[src/rtl/multdiv_pkg.sv]
`default_nettype none
// ============================================================================
//  Module      : multdiv_pkg
//  Description : Shared definitions for the multdiv unit. It holds the
//                multiplier FSM state encoding, the default operand width and
//                iteration count, and the radix-4 Booth select encoding with
//                its decode function.
//  Revision    : 1.0 - initial release
// ============================================================================
package multdiv_pkg;

    // Default operand/result width. It must be even because each iteration
    // retires two multiplier bits.
    localparam int MD_WIDTH = 32;
    localparam int MD_ITER  = MD_WIDTH / 2;

    // Multiplier control states
    typedef enum logic [1:0] {
        ST_IDLE = 2'd0,
        ST_RUN  = 2'd1,
        ST_DONE = 2'd2
    } md_state_e;

    // Booth partial-product selection
    typedef enum logic [2:0] {
        SEL_ZERO = 3'd0,   //  0
        SEL_PM   = 3'd1,   // +M
        SEL_P2M  = 3'd2,   // +2M
        SEL_NM   = 3'd3,   // -M
        SEL_N2M  = 3'd4    // -2M
    } booth_sel_e;

    // Recode one overlapping 3-bit multiplier window {b[i+1], b[i], b[i-1]}.
    function automatic booth_sel_e booth_decode(input logic [2:0] win);
        booth_sel_e sel;
        case (win)
            3'b001,
            3'b010:  sel = SEL_PM;
            3'b011:  sel = SEL_P2M;
            3'b100:  sel = SEL_N2M;
            3'b101,
            3'b110:  sel = SEL_NM;
            default: sel = SEL_ZERO;   // 000 and 111
        endcase
        return sel;
    endfunction

endpackage : multdiv_pkg
`default_nettype wire

[src/rtl/booth_mult_seq_if.sv]
`default_nettype none
// ============================================================================
//  Module      : booth_mult_seq_if
//  Description : Handshake/data bundle between the execute stage (master) and
//                the sequential Booth multiplier (slave).
//  Ports       : ctrl_MULT      - start strobe (master -> slave)
//                data_operandA  - signed multiplicand (master -> slave)
//                data_operandB  - signed multiplier (master -> slave)
//                data_result    - low-word product (slave -> master)
//                data_exception - signed overflow of low word (slave -> master)
//                data_resultRDY - one-cycle result-valid pulse (slave -> master)
//                busy           - operation in progress (slave -> master)
//  Revision    : 1.0 - initial release
// ============================================================================
interface booth_mult_seq_if #(
    parameter int WIDTH = 32
);
    logic             ctrl_MULT;
    logic [WIDTH-1:0] data_operandA;
    logic [WIDTH-1:0] data_operandB;
    logic [WIDTH-1:0] data_result;
    logic             data_exception;
    logic             data_resultRDY;
    logic             busy;

    modport master (
        output ctrl_MULT,
        output data_operandA,
        output data_operandB,
        input  data_result,
        input  data_exception,
        input  data_resultRDY,
        input  busy
    );

    modport slave (
        input  ctrl_MULT,
        input  data_operandA,
        input  data_operandB,
        output data_result,
        output data_exception,
        output data_resultRDY,
        output busy
    );
endinterface : booth_mult_seq_if
`default_nettype wire

[src/rtl/booth_pp_sel.sv]
`default_nettype none
// ============================================================================
//  Module      : booth_pp_sel
//  Description : Combinational radix-4 Booth partial-product selector. It
//                turns a 3-bit multiplier window into the signed addend
//                0, +M, +2M, -M or -2M. It holds no state.
//  Ports       : window_i - {b[i+1], b[i], b[i-1]} multiplier window
//                m_i      - multiplicand, already sign-extended to WIDTH+2
//                addend_o - selected addend, WIDTH+2 bits, two's complement
//  Revision    : 1.0 - initial release
// ============================================================================
module booth_pp_sel
    import multdiv_pkg::*;
#(
    parameter int WIDTH = MD_WIDTH
) (
    input  wire logic [2:0]       window_i,
    input  wire logic [WIDTH+1:0] m_i,
    output logic      [WIDTH+1:0] addend_o
);

    localparam int AW = WIDTH + 2;

    booth_sel_e      w_sel;
    logic [AW-1:0]   w_m2;

    // The two guard bits on M mean that 2M still fits without losing the sign.
    assign w_m2  = m_i << 1;
    assign w_sel = booth_decode(window_i);

    always_comb begin
        addend_o = '0;
        case (w_sel)
            SEL_PM:  addend_o = m_i;
            SEL_P2M: addend_o = w_m2;
            SEL_NM:  addend_o = -m_i;
            SEL_N2M: addend_o = -w_m2;
            default: addend_o = '0;
        endcase
    end

endmodule : booth_pp_sel
`default_nettype wire

[src/rtl/booth_mult_seq.sv]
`default_nettype none
// ============================================================================
//  Module      : booth_mult_seq
//  Description : Sequential signed multiplier that uses radix-4 (modified
//                Booth) recoding. It retires two multiplier bits per cycle,
//                so it takes WIDTH/2 iterations. It returns the registered
//                low-word product, a signed-overflow flag and a one-cycle
//                ready pulse.
//  Ports       : clock   - rising-edge clock
//                reset_n - asynchronous active-low reset
//                bus     - slave side of booth_mult_seq_if (start strobe,
//                          operands, result, exception, ready, busy)
//  Revision    : 1.0 - initial release
// ============================================================================
module booth_mult_seq
    import multdiv_pkg::*;
#(
    parameter int WIDTH = MD_WIDTH     // must be even
) (
    input  wire logic          clock,
    input  wire logic          reset_n,
    booth_mult_seq_if.slave    bus
);

    localparam int ITER  = WIDTH / 2;
    localparam int CNT_W = (ITER > 1) ? $clog2(ITER) : 1;
    localparam int AW    = WIDTH + 2;          // accumulator / multiplicand width
    localparam int PW    = 2 * WIDTH + 3;      // product register width

    localparam logic [CNT_W-1:0] C_LAST = CNT_W'(ITER - 1);

    // ------------------------------------------------------------------
    // State and datapath registers
    // ------------------------------------------------------------------
    md_state_e          state_q, state_d;
    logic [CNT_W-1:0]   count_q, count_d;
    logic [AW-1:0]      m_q,     m_d;
    logic [PW-1:0]      p_q,     p_d;
    logic [WIDTH-1:0]   result_q, result_d;
    logic               exc_q,    exc_d;

    // ------------------------------------------------------------------
    // One Booth iteration
    // ------------------------------------------------------------------
    logic [AW-1:0]      w_addend;
    logic [AW-1:0]      w_sum;
    logic [PW-1:0]      w_p_add;
    logic [PW-1:0]      w_p_iter;
    logic [WIDTH-1:0]   w_hi;
    logic               w_ovf;

    booth_pp_sel #(
        .WIDTH    (WIDTH)
    ) u_pp_sel (
        .window_i (p_q[2:0]),
        .m_i      (m_q),
        .addend_o (w_addend)
    );

    // The upper AW bits accumulate modulo 2^AW. The whole register then shifts
    // right arithmetically by two, so the accumulator sign is replicated.
    assign w_sum    = p_q[PW-1:WIDTH+1] + w_addend;
    assign w_p_add  = {w_sum, p_q[WIDTH:0]};
    assign w_p_iter = $signed(w_p_add) >>> 2;

    // After the final iteration the 2*WIDTH-bit product sits at w_p_iter[2W:1].
    // Overflow: the high word is not a pure sign extension of the low word.
    assign w_hi  = w_p_iter[2*WIDTH:WIDTH+1];
    assign w_ovf = (w_hi != {WIDTH{w_p_iter[WIDTH]}});

    // ------------------------------------------------------------------
    // Next-state / datapath control
    // ------------------------------------------------------------------
    always_comb begin
        state_d  = state_q;
        count_d  = count_q;
        m_d      = m_q;
        p_d      = p_q;
        result_d = result_q;
        exc_d    = exc_q;

        if (bus.ctrl_MULT) begin
            // A start in any state reloads the operation. In RUN this aborts
            // the old operation without a result update. In DONE the ready
            // pulse for the finished operation is still shown this cycle.
            m_d     = {{2{bus.data_operandA[WIDTH-1]}}, bus.data_operandA};
            p_d     = {{AW{1'b0}}, bus.data_operandB, 1'b0};
            count_d = '0;
            state_d = ST_RUN;
        end else begin
            case (state_q)
                ST_IDLE: begin
                    state_d = ST_IDLE;
                end
                ST_RUN: begin
                    p_d     = w_p_iter;
                    count_d = count_q + CNT_W'(1);
                    if (count_q == C_LAST) begin
                        state_d  = ST_DONE;
                        count_d  = '0;
                        result_d = w_p_iter[WIDTH:1];
                        exc_d    = w_ovf;
                    end
                end
                ST_DONE: begin
                    state_d = ST_IDLE;
                end
                default: begin
                    state_d = ST_IDLE;
                end
            endcase
        end
    end

    always_ff @(posedge clock or negedge reset_n) begin
        if (!reset_n) begin
            state_q  <= ST_IDLE;
            count_q  <= '0;
            m_q      <= '0;
            p_q      <= '0;
            result_q <= '0;
            exc_q    <= 1'b0;
        end else begin
            state_q  <= state_d;
            count_q  <= count_d;
            m_q      <= m_d;
            p_q      <= p_d;
            result_q <= result_d;
            exc_q    <= exc_d;
        end
    end

    // ------------------------------------------------------------------
    // Outputs: every output is a register or a decode of the state register
    // ------------------------------------------------------------------
    assign bus.data_result    = result_q;
    assign bus.data_exception = exc_q;
    assign bus.data_resultRDY = (state_q == ST_DONE);
    assign bus.busy           = (state_q == ST_RUN);

endmodule : booth_mult_seq
`default_nettype wire

[src/flat_wrapper.sv]
// flat-port wrapper written by rule: the top's interface ports become plain ports
module booth_mult_seq_flat import multdiv_pkg::*;
#(
    parameter int WIDTH = MD_WIDTH                    
)
  (clock, reset_n, bus_ctrl_MULT, bus_data_operandA, bus_data_operandB, bus_data_result, bus_data_exception, bus_data_resultRDY, bus_busy);
  booth_mult_seq_if #(.WIDTH(WIDTH)) bus_i ();
  input  wire logic clock;
  input  wire logic reset_n;
  input wire logic [$bits(bus_i.ctrl_MULT)-1:0] bus_ctrl_MULT;
  input wire logic [$bits(bus_i.data_operandA)-1:0] bus_data_operandA;
  input wire logic [$bits(bus_i.data_operandB)-1:0] bus_data_operandB;
  output wire logic [$bits(bus_i.data_result)-1:0] bus_data_result;
  output wire logic [$bits(bus_i.data_exception)-1:0] bus_data_exception;
  output wire logic [$bits(bus_i.data_resultRDY)-1:0] bus_data_resultRDY;
  output wire logic [$bits(bus_i.busy)-1:0] bus_busy;
  assign bus_i.ctrl_MULT = bus_ctrl_MULT;
  assign bus_i.data_operandA = bus_data_operandA;
  assign bus_i.data_operandB = bus_data_operandB;
  assign bus_data_result = bus_i.data_result;
  assign bus_data_exception = bus_i.data_exception;
  assign bus_data_resultRDY = bus_i.data_resultRDY;
  assign bus_busy = bus_i.busy;
  booth_mult_seq #(.WIDTH(WIDTH)) u_core (.clock(clock), .reset_n(reset_n), .bus(bus_i));
endmodule
[config.mk]
export PLATFORM = sky130hd
export DESIGN_NAME = booth_mult_seq_flat
export DESIGN_NICKNAME = d
export VERILOG_FILES = /design/src/rtl/multdiv_pkg.sv /design/src/rtl/booth_mult_seq_if.sv /design/src/rtl/booth_pp_sel.sv /design/src/rtl/booth_mult_seq.sv /design/src/flat_wrapper.sv
export SDC_FILE = /design/constraint.sdc
export NUM_CORES = 1
export LEC_CHECK = 0
export CORE_UTILIZATION = 50
export DETAILED_ROUTE_END_ITERATION = 10
export GPL_ROUTABILITY_DRIVEN = 0
export GPL_TIMING_DRIVEN = 0
export PLACE_DENSITY = 0.72
export SLEW_MARGIN = 10
export SYNTH_ARGS = -nofsm -noshare
export SYNTH_HDL_FRONTEND = slang
export SYNTH_SLANG_ARGS = --single-unit
[constraint.sdc]
create_clock -name clock -period 5.6 [get_ports clock]
set_clock_uncertainty 0.1 [all_clocks]
set_input_delay 0.84 -clock clock [delete_from_list [all_inputs] [get_ports clock]]
set_output_delay 0.84 -clock clock [all_outputs]
set_load 0.005 [all_outputs]
After elaboration in Yosys (flattened, before gate mapping)
Index checks and enable logic that the tools add are counted.
Storage, ports and cells
  bits in registers: 138
  input bits: 67
  output and inout bits: 35
  word-level logic and storage cells: 40
Operators by class
  $add $sub $neg: 4
  equal/unequal tests: 15
  mux-type cells: 10
  bitwise logic cells: 1
  reduce and logical (&&, ||, !) cells: 4
Operators with widths (count)
  case mux 34 bit (4 select lines): 1
  two-way mux 67 bit: 2
  negator 34 bit: 2
  adder 34 bit: 1
  inequality test 32 bit: 1
  == test 3 x 2 -> 1 bit, second input constant: 4
  == test 3 bit, second input constant: 4
  two-way mux 4 bit: 3
  case mux 3 bit (4 select lines): 1
  == test 3 x 1 -> 1 bit, second input constant: 2
  two-way mux 2 bit: 3
  adder 4 x 1 -> 4 bit, second input constant: 1
  == test 4 bit, second input constant: 1
  OR reduction 2 bit: 2
  inequality test 3 x 2 -> 1 bit, second input constant: 1
  AND reduction 3 bit: 1
  == test 2 x 1 -> 1 bit, second input constant: 1
  == test 2 bit, second input constant: 1
  nonzero test 2 bit: 1
  NOT 1 bit: 1

Depth between registers and ports, before layout
Gate-level depths: netlist of run 1.
  depth in word-level cells: 8
  depth in mapped cells: 23
  mapped depth without buffers: 22

By module
Synthesis of run 1 repeated with hierarchy kept, for this count alone.
Second synthesis, totals
  cell total of the unflattened synthesis: 1142
  area, all modules: 9564.2 µm²
Modules (own cells, without submodules)
  booth_mult_seq: times used 1, cells each 821, area each 7484.7 µm², seq. area each 3403.3 µm²
  booth_pp_sel: times used 1, cells each 321, area each 2079.5 µm², seq. area each 0.0 µm²

Least setup slack after synthesis of run 1
OpenSTA, ideal clock, no wires.
  kind: reg2reg
  start point: register u_core.m_q[2]
  end point: register u_core.exc_q (netlist: u_core.bus.data_exception)
  library setup time: 138 ps
  arrival: 4831 ps
  data required time: 5362 ps
  slack: 531 ps
  cell stages (with the launch flop): 20
  path buffers: 1
  clock period less this slack: 5069 ps
  cell sequence: dfrtp_1 buf_6 or4_4 nand2b_4 or4_2 nor3_1 nand2_1 nand2_1 xor2_1 o21ai_0 ha_1 a21oi_1 o21ai_0 a2111oi_0 a21oi_1 a311oi_1 nand4_1 or4_1 mux2i_1 a31oi_1
Between the ends
  cells in the longest elaborated chain, start to end: 4
  elaborated cells on any way between the ends: 5
  classes of those cells: add/sub (3); eq/ne (1); mux (1)
Ends and longest elaborated chain
  start: declaration: line booth_mult_seq.sv:37  | logic [AW-1:0] m_q, m_d;
  start signal: assignment: line booth_mult_seq.sv:126  | m_q <= m_d;
  negator 34 bit, on equally long branches: line booth_pp_sel.sv:36, booth_pp_sel.sv:37
  case mux 34 bit (4 select lines) (*): line booth_pp_sel.sv:33  | case (w_sel)
  adder 34 bit (*): line booth_mult_seq.sv:62  | assign w_sum = p_q[PW-1:WIDTH+1] + w_addend;
  inequality test 32 bit (*): line booth_mult_seq.sv:69  | assign w_ovf = (w_hi != {WIDTH{w_p_iter[WIDTH]}});
  end signal: assignment: line booth_mult_seq.sv:122  | exc_q <= 1'b0;
  end signal: assignment: line booth_mult_seq.sv:129  | exc_q <= exc_d;
  end: declaration: line booth_mult_seq.sv:40  | logic exc_q, exc_d;
Every way passes the cells marked *; elsewhere a longest branch is shown, timed or not.
A chain may end at the register's enable or synchronous reset.

Worst setup path in the final report of run 1
Ends and elaborated chain as after synthesis.

==> summary.txt, run 1 <==
Die W: 140 um
Initial Util: 51.8%
Root Driver: clkbuf_16
Hold WC Path Type: in -> async
sequential share of the synthesized area: 36.0%
# DRC: 3
routed wire length per instance: 19.2 um
Final Cycle Share: 96.7%
post-synthesis net count: 1189
Slew @ Worst Pin: 0.734 ns
main flop type after synthesis: dfrtp_1
failing checks: DRC
Die Footprint: 0.0195 sq mm
first-pass GRT wire length: 44000 um
clock latency on the worst-skew pair: 0.43 ns
status: finished with violations
clock edge transition at the registers on the reported setup and hold paths: 0.07 ns
Pleak: 0.00484 uW
CTS tree: built
placed insts: 1417
leading post-synthesis cells by cell area: dfrtp_1 (36%), mux2_2 (8.1%), nand2_1 (6.5%)
layout cells sized above 1: 13.9%
depth of the CTS H-tree: 4
Yosys reg bits: 136
most area-hungry cell type in the Yosys netlist: dfrtp_1
Inserted Clock Buffers: 17
Peak VDD IR: 0.000294 V
DP Wirelength: 19800 um
FMAX: 0.185 GHz
Final setup viols: 0
final critical-path required period: 5.42 ns
clock sink count: 136
top cell type's share of synthesized area: 36.0%
I/O pins: 102
port bufs: 101
Setup CP Type: reg -> reg
Synth Area per Inst: 8.71 sq um
non-filler instance count after layout: 1450
largest net degree at the start of global routing: 83
max_cap viols: 0
Worst Reg-to-Reg Cells: 21
initial drt markers: 946
mapped cell area: 0.00946 sq mm
# rows: 49
Crit Path Max Fanout: 7
Fillers: 1567
count of flip-flops with a built-in enable after synthesis: 0
post-route ant nets: 0
GRT Util Overall: 29.0%
share of flip-flops with an asynchronous set or reset: 100%
Slew Viols, Final: 0
drt first pass iters: 9
Antenna diodes: 0
Power Density: 386 mW/mm^2
Die Ht: 140 um
initial antenna violation count: 0
fin util: 63.9%
core area: 0.0183 sq mm
startpoint types: flip-flop
DR vias: 8925
crit path DAT: 5.61 ns
# nets final: 1311
Worst slew margin: 51.1%
Worst Path Required: 5.79 ns
Mapped Cells: 1086
number of global-route vias before repair: 8296
Hold Violations, Final: 0
Ys Warns: 0
synth unique cells: 73
Max clock buf depth: 2
GRT overflow: 0
synthesis-to-finish area growth: 23.6%
CP endpoint kind: flip-flop
drt via density: 6.16
Fin Hold WS: 0.286 ns
Total Wirelength: 27900 um
-- through the flow --
step           setup WS [ns]  TNS (ns)  cell area [sq um]  total power (uW)
6_report               0.184         0              11700              4510
5_1_grt              -0.0662   -0.0662              11700              4770
4_1_cts              0.00318         0              11500              4360
3_5_place_dp          -0.908     -1.39              10800              3080
3_3_place_gp           -1.94   -263.05              10800              3050
2_1_floorplan          0.531         0               9460              2590
-- synth_stat cells, drive strengths merged (5+ instances only) --
master and instances:
a211oi 10, a21o 13, a21oi 78, a221oi 10
a22oi 14, a31oi 12, and2 8, and3 7
buf 9, clkbuf 67, dfrtp 136, ha 35
inv 13, mux2 68, mux2i 35, nand2 164
nand2b 9, nand3 16, nand4 13, nor2 79
nor2b 8, nor3 25, nor3b 5, nor4 11
o211ai 5, o21a 5, o21ai 82, o22ai 6
or3 10, or4 9, xnor2 37, xor2 36
-- worst max-delay path, stage by stage, from the launching register on --
cell and delay [ns]:
dfrtp_1 0.37, buf_6 0.14, or4_4 0.52, nand2b_4 0.21, or4_4 0.53, buf_6 0.15, nor3_2 0.16, nand2b_1 0.16
xnor2_1 0.08, a22oi_1 0.22, o31ai_2 0.15, ha_2 0.44, nand2_1 0.11, nor2_4 0.17, and3_1 0.19, or2_2 0.11
mux2i_1 0.10, nor4_4 0.43, nand4_1 0.13, or4_1 0.47, mux2i_1 0.20, a31oi_1 0.13
-- power breakdown --
| group | switching, uW | internal (uW) | total, uW |
|---|---|---|---|
| sequential | 130 | 1130 | 1260 |
| combinational | 1220 | 797 | 2020 |
| clock | 543 | 686 | 1230 |
| total | 1890 | 2610 | 4510 |
-- final timing paths --
path                                             from                          to  slack (ns)
max                                     u_core.m_q[2]   u_core.bus.data_exception        0.18
min                                           reset_n              u_core.p_q[60]        0.29
max reg2reg                             u_core.m_q[2]   u_core.bus.data_exception        0.18
min reg2reg                u_core.bus.data_result[27]  u_core.bus.data_result[27]        0.41
max in group asynchronous                     reset_n               u_core.p_q[1]        4.32
min in group clock         u_core.bus.data_result[27]  u_core.bus.data_result[27]        0.41
-- placed cells by master, fill, tap and decap left out, drive strengths merged, types with 11 or more instances in the layout --
master,count
a21o,13
a21oi,78
a22oi,14
a31oi,12
buf,20
clkbuf,76
clkdlybuf4s50,100
dfrtp,136
ha,35
inv,21
mux2,68
mux2i,35
nand2,164
nand3,16
nand4,13
nor2,79
nor3,25
nor4,11
o21ai,82
xnor2,37
xor2,36
-- layer usage --
metal	global-route usage, %	wire length, um	vias to the layer above
met2	45.6	12800	417
met3	5.78	2170	71
met4	11.2	921	0
li1	-	-	4157
met1	39.3	12000	4280
met5	0	0	-
-- logic make-up after synthesis --
logic type                 after synthesis  synth area share [%]
and+or+nand+nor                        376                  18.8
AOI/OAI and AO/OA                      272                  17.9
DFF                                    136                  36.0
muxes                                  103                  11.8
buffers and inverters                   90                  3.76
xor gates and xnor gates                73                  6.84
adders and majority gates               36                  4.84
-- state kept, by name, summed over array words and instances (netlist names) --
name,flops
u_core.p_q,65
u_core.bus.data_result,32
u_core.m_q,32
u_core.count_q,4
u_core.state_q,2
u_core.bus.data_exception,1
-- cell type report --
cell class                 count  area [sq um]  share of cell area, %
buffer                        67           274                   2.35
clock buffer                  17           425                   3.64
clock inverter                15           205                   1.76
inverter                      14          53.8                  0.461
multi-input combinational    860          5920                   50.7
sequential                   136          3400                   29.1
tap                          229           287                   2.45
timing repair buffer         112          1110                   9.54
-- timing repair --
action	CTS	global route
resized for setup	18	37
pin swaps	3	7
setup endpoints to repair	7	1
hold buffers	0	0
setup buffers	1	9
Power figures use the tool's default switching activity.
==> inputs of run 2 (changes only) <==
CORE_UTILIZATION = 27   (was 50)
GPL_ROUTABILITY_DRIVEN = 1   (was 0)
PLACE_DENSITY = default   (was 0.72)
==> summary.txt, run 2 (synthesis gave the netlist of run 1 again) <==
status: finished with violations
failing checks: DRC
pre-CTS WS: -1.43 ns
Root Driver: clkbuf_16
post-route ant nets: 0
# nets final: 1312
Power Density: 379 mW/mm^2
drt via density: 5.23
DP Wirelength: 22500 um
layout cells sized above 1: 14.4%
Final Cycle Share: 97.4%
CP bufs+invs: 2
routed wire length per instance: 18.1 um
initial drt markers: 540
Total Wirelength: 30400 um
Die Ht: 189 um
clock sink count: 136
startpoint types: flip-flop
Antenna diodes: 0
dpl cell area: 0.0111 sq mm
Hold Violations, Final: 0
Worst slew margin: 32.8%
# DRC: 1
Die Footprint: 0.0358 sq mm
depth of the CTS H-tree: 4
first-pass GRT wire length: 47600 um
CP top delay family: simple AND/OR/NAND/NOR gates
Max clock buf depth: 2
# rows: 68
max_cap viols: 0
Initial Util: 27.4%
clock edge transition at the registers on the reported setup and hold paths: 0.07 ns
CP endpoint kind: flip-flop
Worst Path Required: 5.81 ns
fin util: 34.8%
CTS tree: built
most frequent cells in the layout: nand2_1 (164), dfrtp_1 (133), clkdlybuf4s50_1 (100)
core area: 0.0345 sq mm
Fin Hold WS: 0.206 ns
critical-path cell list: buf_6, or4_4, nand2b_4, or4_4, buf_6, nand2_1, xnor2_1, a221oi_1, a31oi_1, ha_2, a21o_1, a21o_1, a21oi_2, mux2_2, a311oi_4, nand4_1, or4_1, mux2i_4, a31oi_1
Final setup viols: 0
drt first pass iters: 8
clock latency on the worst-skew pair: 0.44 ns
DR vias: 8776
Pleak: 0.00484 uW
FMAX: 0.183 GHz
max FFs per register: 65
Crit Path Max Fanout: 7
Placer Congestion: 0.920
Slew @ Worst Pin: 1.01 ns
Hold WC Path Type: in -> async
GRT Util Overall: 17.1%
TNS Setup: 0 ns
Slowest-stage cell, CP: or4_4
most common library cell in the layout ignoring fill and taps: nand2_1
Slew Viols, Final: 0
Largest Register: u_core.p_q
largest net degree at the start of global routing: 89
GRT overflow: 0
Setup CP Type: reg -> reg
crit path DAT: 5.66 ns
Peak VDD IR: 0.000263 V
I/O pins: 102
port bufs: 101
synthesis-to-finish area growth: 27.0%
number of global-route vias before repair: 8486
initial antenna violation count: 0
Die W: 189 um
Final Worst Setup Slack: 0.147 ns
final critical-path required period: 5.45 ns
CP peak stage delay: 0.52 ns
Final Cell Area: 0.0120 sq mm
Inserted Clock Buffers: 17
==> run 2: cell count changes in the layout (fill, tap and decap cells not counted), sizes merged <==
cell,delta
buf,+5
clkbuf,-4
inv,+4
clkinv,-3
clkinvlp,-1
==> run 2: final timing paths <==
kind | slack, ns | startpoint | cells past startpoint | endpoint
hold / removal | 0.21 | reset_n | 1 | u_core.bus.data_result[5]
min in group clock | 0.41 | u_core.bus.data_result[31] | 1 | u_core.bus.data_result[31]
setup reg to reg | 0.15 | u_core.m_q[2] | 19 | u_core.bus.data_exception
max in group asynchronous | 4.43 | reset_n | 2 | u_core.p_q[34]
hold reg to reg | 0.41 | u_core.bus.data_result[31] | 1 | u_core.bus.data_result[31]
setup / recovery | 0.15 | u_core.m_q[2] | 19 | u_core.bus.data_exception
==> run 2: through the flow <==
stage / total power [uW] / cells
floorplan: 2590 / 1086
global placement: 3100 / 1642
detailed placement: 3130 / 1643
CTS: 4450 / 1673
global route: 4820 / 1677
finish: 4550 / 1677
==> run 2: layout make-up <==
class,instances,area [sq um]
inverter,14,53.8
clock buffer,17,425
sequential,136,3410
buffer,64,264
timing repair buffer,116,1150
clock inverter,15,194
multi-input combinational,860,5940
tap,455,569
fill,3573,22500
==> run 2: what timing repair did <==
item,in CTS,in global routing
endpoints found under the setup margin,8,2
hold buffers,0,0
endpoints found under the hold margin,0,0
setup buffers,3,11
pin swaps,6,7
gates resized for setup,29,33
==> run 2: metal layers <==
metal,vias to the layer above,GRT usage (%),share of wire [%]
li1,4157,-,-
met1,4298,23.3,46
met2,289,25.9,44
met3,32,4.89,7.6
met4,0,5.33,1.9
met5,-,0,0
==> run 2: power by group <==
part	switching [uW]	internal, uW	leakage, uW
Sequential	133	1130	0.00173
Clock	538	685	0.000307
Combinational	1240	823	0.00281
Total	1910	2640	0.00484
==> run 2: worst reg2reg max path, cell delays in order, from the launching register on <==
cell and delay, ns:
dfrtp_1 0.37, buf_6 0.13, or4_4 0.51, nand2b_4 0.20
or4_4 0.52, buf_6 0.15, nand2_1 0.07, xnor2_1 0.09
a221oi_1 0.36, a31oi_1 0.11, ha_2 0.37, a21o_1 0.20
a21o_1 0.22, a21oi_2 0.18, mux2_2 0.38, a311oi_4 0.35
nand4_1 0.17, or4_1 0.49, mux2i_4 0.24, a31oi_1 0.12
==> inputs of run 3 (changes only) <==
CAP_MARGIN = 20   (was default)
DONT_BUFFER_PORTS = 1   (was default)
==> summary.txt, run 3 (synthesis gave the netlist of run 1 again) <==
Die Ht: 189 um
FMAX: 0.185 GHz
Crit Path Max Fanout: 7
placed insts: 1541
Max clock buf depth: 2
drt first pass iters: 7
Antenna diodes: 0
Hold WC Path Type: in -> async
global route hottest layer: met2
Fin Hold WS: 0.292 ns
Worst slew margin: 31.9%
startpoint types: flip-flop
# DRC: 0
Slew @ Worst Pin: 1.02 ns
max FFs per register: 65
pre-CTS WS: -1.07 ns
Hold Violations, Final: 0
drt via density: 5.34
Power Density: 404 mW/mm^2
Final setup viols: 0
clock sink count: 136
Slowest-stage cell, CP: or4_4
Inserted Clock Buffers: 17
Die W: 189 um
final critical-path required period: 5.42 ns
status: completed
grt met2 use: 24.3%
critical-path cell list: buf_6, or4_4, nand2b_4, or4_4, buf_6, nor3_2, nand2b_1, xnor2_1, a22oi_1, o31ai_2, ha_2, nand2_1, nor2_4, and3_1, or2_2, mux2i_1, nor4_4, nand4_1, or4_1, mux2i_2, a31oi_1
dpl cell area: 0.0100 sq mm
GRT Util Overall: 16.3%
crit path DAT: 5.62 ns
Fillers: 3609
Root Driver: clkbuf_16
CTS tree: built
Final Worst Setup Slack: 0.181 ns
Setup CP Type: reg -> reg
Placer Congestion: 0.921
CP endpoint kind: flip-flop
clock latency on the worst-skew pair: 0.44 ns
# nets final: 1207
M1 GR Usage: 22.2%
Die Footprint: 0.0358 sq mm
DP Wirelength: 21300 um
most frequent cells in the layout: nand2_1 (164), dfrtp_1 (134), nor2_1 (77)
first-pass GRT wire length: 45600 um
max_cap viols: 0
Slew Viols, Final: 0
Final Cycle Share: 96.8%
Total Wirelength: 29300 um
initial antenna violation count: 0
CP peak stage delay: 0.52 ns
DR vias: 8387
met3 Use GR: 4.95%
clock edge transition at the registers on the reported setup and hold paths: 0.07 ns
Largest Register: u_core.p_q
Pleak: 0.00444 uW
initial drt markers: 654
core area: 0.0345 sq mm
layout cells sized above 1: 15.3%
Final Cell Area: 0.0109 sq mm
Multi-input gate area: 0.00592 sq mm
port bufs: 0
I/O pins: 102
non-filler instance count after layout: 1572
routed wire length per instance: 18.6 um
# rows: 68
depth of the CTS H-tree: 4
synthesis-to-finish area growth: 15.7%
Peak VDD IR: 0.000215 V
Reg area: 0.00341 sq mm
Initial Util: 27.4%
post-route ant nets: 0
largest net degree at the start of global routing: 137
most common library cell in the layout ignoring fill and taps: nand2_1
Worst Path Required: 5.80 ns
number of global-route vias before repair: 7976
GRT overflow: 0
-- run 3: cell count changes in the layout (fill, tap and decap cells not counted), sizes merged --
cell	previous run	this run
inv	25	19
bufinv	2	0
clkdlybuf4s50	100	0
buf	25	22
clkbuf	72	70
clkinv	2	10
-- run 3: timing repair --
action                     4_1_cts  5_1_grt
hold buffers                     1        0
pin swaps                        5       10
buffers inserted                 5        7
gates resized for setup         22       38
cloned                           0        0
hold endpoints to repair       136        0
setup endpoints to repair        6        2
-- run 3: power by group --
| group | internal (uW) | switching [uW] |
|---|---|---|
| sequential | 1130 | 136 |
| clock | 611 | 567 |
| combinational | 767 | 1210 |
-- run 3: metal layers --
layer / wire length (um) / share of wire, %
met3: 2390 / 8.2
met1: 13300 / 45
met2: 12800 / 44
met4: 774 / 2.6
met5: 0 / 0
-- run 3: path summary, 6_finish.rpt --
check	depth (start not counted)	end	start	slack (ns)
worst min-delay path	1	u_core.bus.data_result[7]	reset_n	0.29
max in group asynchronous	1	u_core.m_q[12]	reset_n	4.57
min in group clock	2	u_core.p_q[25]	bus_data_operandB[24]	0.40
worst min register to register	2	u_core.p_q[40]	u_core.p_q[40]	0.43
worst max register to register	21	u_core.bus.data_exception	u_core.m_q[2]	0.18
worst max-delay path	21	u_core.bus.data_exception	u_core.m_q[2]	0.18
-- run 3: critical path: cells and delay by family, from the launching register on --
kind                       cells  cell delay (ns)
and+or+nand+nor               12             3.15
AOI/OAI and AO/OA              3             0.54
adders and majority gates      1             0.41
DFF                            1             0.38
muxes                          2             0.36
buffers and inverters          2             0.29
xor gates and xnor gates       1             0.07
-- run 3: final cells by class --
type / instances / share of cell area [%]
buffer: 62 / 2.34
timing repair buffer: 13 / 1.07
clock buffer: 17 / 3.89
tap: 455 / 5.20
clock inverter: 15 / 1.82
multi-input combinational: 860 / 54.1
sequential: 136 / 31.1
inverter: 14 / 0.492
-- run 3: through the flow --
| step | TNS (ns) | total power, uW | util (%) |
|---|---|---|---|
| 2_1_floorplan | 0 | 2590 | - |
| 3_3_place_gp | -2.39 | 3020 | 29.1 |
| 3_5_place_dp | -1.88 | 3040 | 29.1 |
| 4_1_cts | 0 | 4320 | 31.3 |
| 5_1_grt | -0.0241 | 4710 | 31.8 |
| 6_report | 0 | 4420 | 31.8 |
